$ cat src/rtl/apple1_pkg.sv
// Shared definitions for the RAM dump block: FSM encoding and UART timing default.
package apple1_pkg;

  // 7.15909 MHz / 115200 baud, rounded
  localparam int BAUD_DIV_DEFAULT = 62;

  // start bit + 8 data bits + stop bit
  localparam int FRAME_BITS = 10;

  typedef enum logic [2:0] {
    ST_IDLE   = 3'd0,
    ST_READ   = 3'd1,
    ST_WAIT   = 3'd2,
    ST_SEND   = 3'd3,
    ST_FINISH = 3'd4
  } dump_state_t;

endpackage

$ cat src/rtl/uart_tx_8n1.sv
// 8N1 serializer: one byte per load pulse, LSB first, line idles high.
module uart_tx_8n1
  import apple1_pkg::*;
#(
  parameter int BAUD_DIV = BAUD_DIV_DEFAULT
) (
  input  logic       clk7,
  input  logic       rst_n,
  input  logic       load,
  input  logic [7:0] data,
  output logic       tx,
  output logic       idle
);

  localparam int            CW        = (BAUD_DIV > 1) ? $clog2(BAUD_DIV) : 1;
  localparam logic [CW-1:0] BAUD_LAST = CW'(BAUD_DIV - 1);
  localparam logic [3:0]    STOP_BIT  = 4'(FRAME_BITS - 1);

  logic [CW-1:0] baud_q, baud_d;
  logic [3:0]    bit_q, bit_d;
  logic [7:0]    shift_q, shift_d;
  logic          tx_q, tx_d;
  logic          active_q, active_d;
  logic          last_tick;

  // Final cycle of the stop bit. Reporting idle here lets the sequencer start
  // the next read without inserting an extra high cycle between frames.
  assign last_tick = active_q && (baud_q == BAUD_LAST) && (bit_q == STOP_BIT);
  assign idle      = ~active_q | last_tick;
  assign tx        = tx_q;

  // Bit timing and shifting; a load starts the start bit on the following cycle
  always_comb begin
    baud_d   = baud_q;
    bit_d    = bit_q;
    shift_d  = shift_q;
    tx_d     = tx_q;
    active_d = active_q;
    if (load) begin
      active_d = 1'b1;
      baud_d   = '0;
      bit_d    = 4'd0;
      shift_d  = data;
      tx_d     = 1'b0;
    end else if (active_q) begin
      if (baud_q == BAUD_LAST) begin
        baud_d = '0;
        if (bit_q == STOP_BIT) begin
          active_d = 1'b0;
          bit_d    = 4'd0;
          tx_d     = 1'b1;
        end else begin
          bit_d = bit_q + 4'd1;
          if (bit_q < 4'd8) begin
            tx_d    = shift_q[0];
            shift_d = {1'b0, shift_q[7:1]};
          end else begin
            tx_d = 1'b1;
          end
        end
      end else begin
        baud_d = baud_q + 1'b1;
      end
    end
  end

  // Serializer registers; reset drives the line high immediately
  always_ff @(posedge clk7) begin
    if (!rst_n) begin
      baud_q   <= '0;
      bit_q    <= 4'd0;
      shift_q  <= 8'h00;
      tx_q     <= 1'b1;
      active_q <= 1'b0;
    end else begin
      baud_q   <= baud_d;
      bit_q    <= bit_d;
      shift_q  <= shift_d;
      tx_q     <= tx_d;
      active_q <= active_d;
    end
  end

endmodule

$ cat src/rtl/ram_dumper.sv
// Walks an inclusive RAM address range and streams each byte out over UART.
module ram_dumper
  import apple1_pkg::*;
#(
  parameter int BAUD_DIV = BAUD_DIV_DEFAULT
) (
  input  logic        clk7,
  input  logic        rst_n,
  input  logic        clk_ena,
  input  logic        start,
  input  logic [15:0] start_addr,
  input  logic [15:0] end_addr,
  output logic        busy,
  output logic        done,
  output logic [15:0] ram_addr,
  output logic        ram_rd,
  input  logic [7:0]  ram_dout,
  output logic        uart_tx
);

  dump_state_t state_q, state_d;
  logic [15:0] cur_addr_q, cur_addr_d;
  logic [15:0] last_addr_q, last_addr_d;
  logic        tx_load;
  logic        tx_idle;

  uart_tx_8n1 #(
    .BAUD_DIV(BAUD_DIV)
  ) u_tx (
    .clk7 (clk7),
    .rst_n(rst_n),
    .load (tx_load),
    .data (ram_dout),
    .tx   (uart_tx),
    .idle (tx_idle)
  );

  // State register
  always_ff @(posedge clk7) begin
    if (!rst_n) begin
      state_q <= ST_IDLE;
    end else begin
      state_q <= state_d;
    end
  end

  // Address registers
  always_ff @(posedge clk7) begin
    if (!rst_n) begin
      cur_addr_q  <= 16'h0000;
      last_addr_q <= 16'h0000;
    end else begin
      cur_addr_q  <= cur_addr_d;
      last_addr_q <= last_addr_d;
    end
  end

  // Next-state and address sequencing; last address is tested before the
  // increment so a range ending at FFFF never wraps to 0000
  always_comb begin
    state_d     = state_q;
    cur_addr_d  = cur_addr_q;
    last_addr_d = last_addr_q;
    case (state_q)
      ST_IDLE: begin
        if (start) begin
          cur_addr_d  = start_addr;
          last_addr_d = end_addr;
          state_d     = (end_addr < start_addr) ? ST_FINISH : ST_READ;
        end
      end
      ST_READ: begin
        if (clk_ena) state_d = ST_WAIT;
      end
      ST_WAIT: begin
        if (clk_ena) state_d = ST_SEND;
      end
      ST_SEND: begin
        if (tx_idle) begin
          if (cur_addr_q == last_addr_q) begin
            state_d = ST_FINISH;
          end else begin
            cur_addr_d = cur_addr_q + 16'd1;
            state_d    = ST_READ;
          end
        end
      end
      ST_FINISH: state_d = ST_IDLE;
      default:   state_d = ST_IDLE;
    endcase
  end

  // Outputs decoded from the current state; the byte is handed to the
  // serializer on the clk_ena cycle where read data is valid
  always_comb begin
    busy    = 1'b0;
    done    = 1'b0;
    ram_rd  = 1'b0;
    tx_load = 1'b0;
    case (state_q)
      ST_READ: begin
        busy   = 1'b1;
        ram_rd = 1'b1;
      end
      ST_WAIT: begin
        busy    = 1'b1;
        tx_load = clk_ena;
      end
      ST_SEND:   busy = 1'b1;
      ST_FINISH: done = 1'b1;
      default: ;
    endcase
  end

  assign ram_addr = cur_addr_q;

endmodule
$ cat config.mk
export PLATFORM = sky130hd
export DESIGN_NAME = ram_dumper
export DESIGN_NICKNAME = d
export VERILOG_FILES = /design/src/rtl/apple1_pkg.sv /design/src/rtl/uart_tx_8n1.sv /design/src/rtl/ram_dumper.sv
export SDC_FILE = /design/constraint.sdc
export NUM_CORES = 1
export LEC_CHECK = 0
export CAP_MARGIN = 20
export CORE_MARGIN = 2
export CORE_UTILIZATION = 30
export DETAILED_ROUTE_END_ITERATION = 7
export PLACE_DENSITY = 0.49
export SKIP_CTS_REPAIR_TIMING = 1
export SLEW_MARGIN = 20
export SYNTH_ARGS = -nofsm -noshare
export SYNTH_HDL_FRONTEND = slang
export SYNTH_HIERARCHICAL = 1
export SYNTH_SLANG_ARGS = --single-unit
$ cat constraint.sdc
create_clock -name clk7 -period 3 [get_ports clk7]
set_input_delay 0.45 -clock clk7 [delete_from_list [all_inputs] [get_ports clk7]]
set_output_delay 0.45 -clock clk7 [all_outputs]
set_load 0.05 [all_outputs]
==> flow_metrics.env <==
export IMPL_synth_seq_cells=55
export IMPL_clkSinkCount=55
export IMPL_start_util_pct=30.5
export IMPL_leakagePower_nw=1.71
export IMPL_layout_setup_ws_ps=442
export IMPL_crit_required_ps=3200
export IMPL_fp_coreArea_sq_um=11300
export IMPL_power_density_nw_per_um2=503
export IMPL_regToRegSetupSlack_ps=460
export IMPL_synthesis_nets=500
export IMPL_htree_levels=2
export IMPL_drv_cap=0
export IMPL_finalSetupTns_ps=0
export IMPL_slew_violations=0
export IMPL_hp_class="reg2reg"
export IMPL_grt_start_max_net_pins=30
export IMPL_synth_distinct_cells=56
export IMPL_grt_antenna_before_repair=0
export IMPL_area_growth_pct=27.0
export IMPL_cp_arrival_ps=2750
export IMPL_die_y_um=111
export IMPL_drt_drc_violations_left=0
export IMPL_drive_gt1_share_pct=7.52
export IMPL_layoutNonFillerInstCount=635
export IMPL_p_int_mw=1.44
export IMPL_grt_pass1_wl_mm=16.2
export IMPL_status="complete, no violations"
export IMPL_worstSetupEndpointType="register"
export IMPL_yosys_area_top_type="dfxtp_1"
export IMPL_totalPowerFinal_mw=2.19
export IMPL_ant_nets=0
export IMPL_port_buffers=63
export IMPL_dp_cells=628
export IMPL_grt_pass1_vias=3120
export IMPL_place_area_sq_um=4200
export IMPL_worstMarginPinSlew_ps=526
export IMPL_switchingPower_mw=0.752
export IMPL_yosysSeqAreaShare_pct=32.1
export IMPL_clockPowerShare_pct=30.4
export IMPL_worst_r2r_startpoint="u_tx/baud_q[0]"
export IMPL_synth_edf_count=0
export IMPL_synth_ff_type="dfxtp_1"
export IMPL_place_congestion=0.825
export IMPL_clk_pin_slew_worst_paths_ps=70
export IMPL_synth_top_family_by_area="simple AND/OR/NAND/NOR gates"
export IMPL_fin_crit_sh_pct=85.3
export IMPL_swShare_pct=34.3
export IMPL_slowest_delay_ps=500
export IMPL_synth_cells=438
export IMPL_synth_fa_ha_area_share_pct=6.56
export IMPL_rsz0062_at_grt="false"
export IMPL_finClkSkew_ps=7.66
export IMPL_cts_tree="done"
export IMPL_dr_pass1_iters=5
export IMPL_overflow=0
export IMPL_rows=39
export IMPL_worstSkewPairLatency_ps=300
export IMPL_place_ws_ps=163
export IMPL_critPathKind="in2reg"
export IMPL_wire_per_inst_um=15.7
export IMPL_synth_common_cells="nand2_1 (84), dfxtp_1 (55), a21oi_1 (36)"
export IMPL_path_cells="clkdlybuf4s50_1, inv_1, ha_1, nand2_1, or3_1, nor4_1, nor3_1, o311a_1, a2111oi_2"
export IMPL_synth_area_leaders="dfxtp_1 (32%), nand2_1 (9.2%), ha_1 (6.6%)"
export IMPL_critPathMaxFanout=2
export IMPL_netlist_area_sq_um=3430
export IMPL_drt_iter0_drc=155
export IMPL_muxShareOfSynthArea_pct=5.21
export IMPL_hold_path_end="u_tx/shift_q[4]"
export IMPL_grt_usage_pct=16.2
export IMPL_fin_crit_ps=2560
export IMPL_vias=3260
export IMPL_avgViaCountPerCell=5.13
export IMPL_hp_start="u_tx/shift_q[4]"
export IMPL_yosys_area_share_xor_xnor_pct=4.59
export IMPL_avgSynthCellArea_sq_um=7.84
export IMPL_diodes=0
export IMPL_seqPwrFrac_pct=39.9
export IMPL_critPathLaunchType="input pin"
export IMPL_finalInstanceArea_sq_um=4360
export IMPL_r2r_cells=10
export IMPL_cts_root_buffer="clkbuf_16"
export IMPL_die_width_um=111
export IMPL_final_hold_violation_count=0
export IMPL_max_slew_margin_pct=64.8
export IMPL_clockBufferDepth=2
export IMPL_finalSetupViolations=0
export IMPL_peakVddDrop_mv=0.258
export IMPL_synth_most_common_cell="nand2_1"
export IMPL_fmax_mhz=391
export IMPL_dp_hpwl_mm=7.37
export IMPL_holdPathStages=2
export IMPL_yosysWarnings=6
export IMPL_cp_slowest_cell="clkdlybuf4s50_1"
export IMPL_io_pins=64
export IMPL_p_comb_share_pct=29.7
export IMPL_cts_buffers=5
export IMPL_synth_compound_area_share_pct=20.8
export IMPL_synth_top_area_share_pct=32.1
export IMPL_synthArstFlopShare_pct=0
export IMPL_synth_simple_area_share_pct=24.5
export IMPL_r2r_end="ram_addr[5]"
export IMPL_dieArea_sq_um=12300
export IMPL_finalNetCount=554
export IMPL_drt_wl_total_mm=9.99
==> registers in the layout (all words and copies together) (netlist names) <==
signal	cells
ram_addr	16
u_tx/active_q	1
state_q	3
u_tx/tx	1
u_tx/bit_q	4
u_tx/baud_q	6
last_addr_q	16
u_tx/shift_q	8
==> logic make-up after synthesis <==
logic type	after synthesis
multiplexers	17
buffers and inverters	50
XOR/XNOR	18
AND/OR/NAND/NOR	170
adder cells (fa/ha/maj)	18
AO/OA/AOI/OAI	110
flip-flops	55
==> placed cells by master (no fill, tap or decap), types with 10 or more instances in the layout <==
cell / n
clkdlybuf4s50_1: 63
nor2_1: 22
a211oi_1: 11
inv_1: 23
dfxtp_1: 55
a31oi_1: 10
mux2i_1: 10
a21oi_1: 36
nand3_1: 12
buf_4: 11
nand2_1: 84
xor2_1: 17
ha_1: 18
o21ai_0: 16
==> how the worst max path moves through the flow <==
| stage | startpoint | end | slack [ps] | depth (start not counted) |
|---|---|---|---|---|
| after floorplan | state_q[0] | ram_rd | 750 | 2 |
| after global placement | start_addr[7] | state_q[0] | 200 | 9 |
| after detailed placement | start_addr[11] | state_q[0] | 160 | 9 |
| after CTS | state_q[0] | ram_rd | 450 | 2 |
| after global routing | u_tx/baud_q[0] | ram_addr[5] | 140 | 10 |
| final | start_addr[11] | state_q[0] | 440 | 9 |
==> worst max-delay path, delay by kind of cell <==
| family | cells | cell delay (ps) |
|---|---|---|
| compound gates | 2 | 680 |
| buf+inv | 2 | 550 |
| fa+ha+maj | 1 | 290 |
| simple gates | 4 | 770 |
==> power groups by stage <==
stage          combinational, mW  clock [mW]  sequential, mW
3_3_place_gp               0.657           0           0.889
4_1_cts                    0.659       0.690           0.875
6_report                   0.652       0.667           0.874
3_5_place_dp               0.655           0           0.892
5_1_grt                    0.707       0.718           0.887
2_1_floorplan              0.342           0           0.951
==> layer usage <==
| layer | GRT usage, % | share of wire, % | routed length (um) |
|---|---|---|---|
| met1 | 21.3 | 47 | 4680 |
| met2 | 26.9 | 46 | 4620 |
| met3 | 3.17 | 4.9 | 489 |
| met4 | 5.00 | 2.0 | 200 |
| met5 | 0 | 0 | 0 |
==> through the flow <==
stage / hold WS [ps] / utilization (%)
global placement: 446 / 37.2
global route: 484 / 38.7
CTS: 465 / 38.7
finish: 463 / 38.7
floorplan: 436 / -
detailed placement: 453 / 37.2
==> layout make-up <==
| type | instances | area, sq um |
|---|---|---|
| inverters | 23 | 86.3 |
| well taps | 143 | 179 |
| fillers | 1169 | 6910 |
| flip-flops and latches | 55 | 1100 |
| clock buffers | 5 | 125 |
| multi-input cells | 333 | 2120 |
| repair buffers | 74 | 713 |
| clock inverters | 2 | 37.5 |
(Power assumes the default switching activity.)
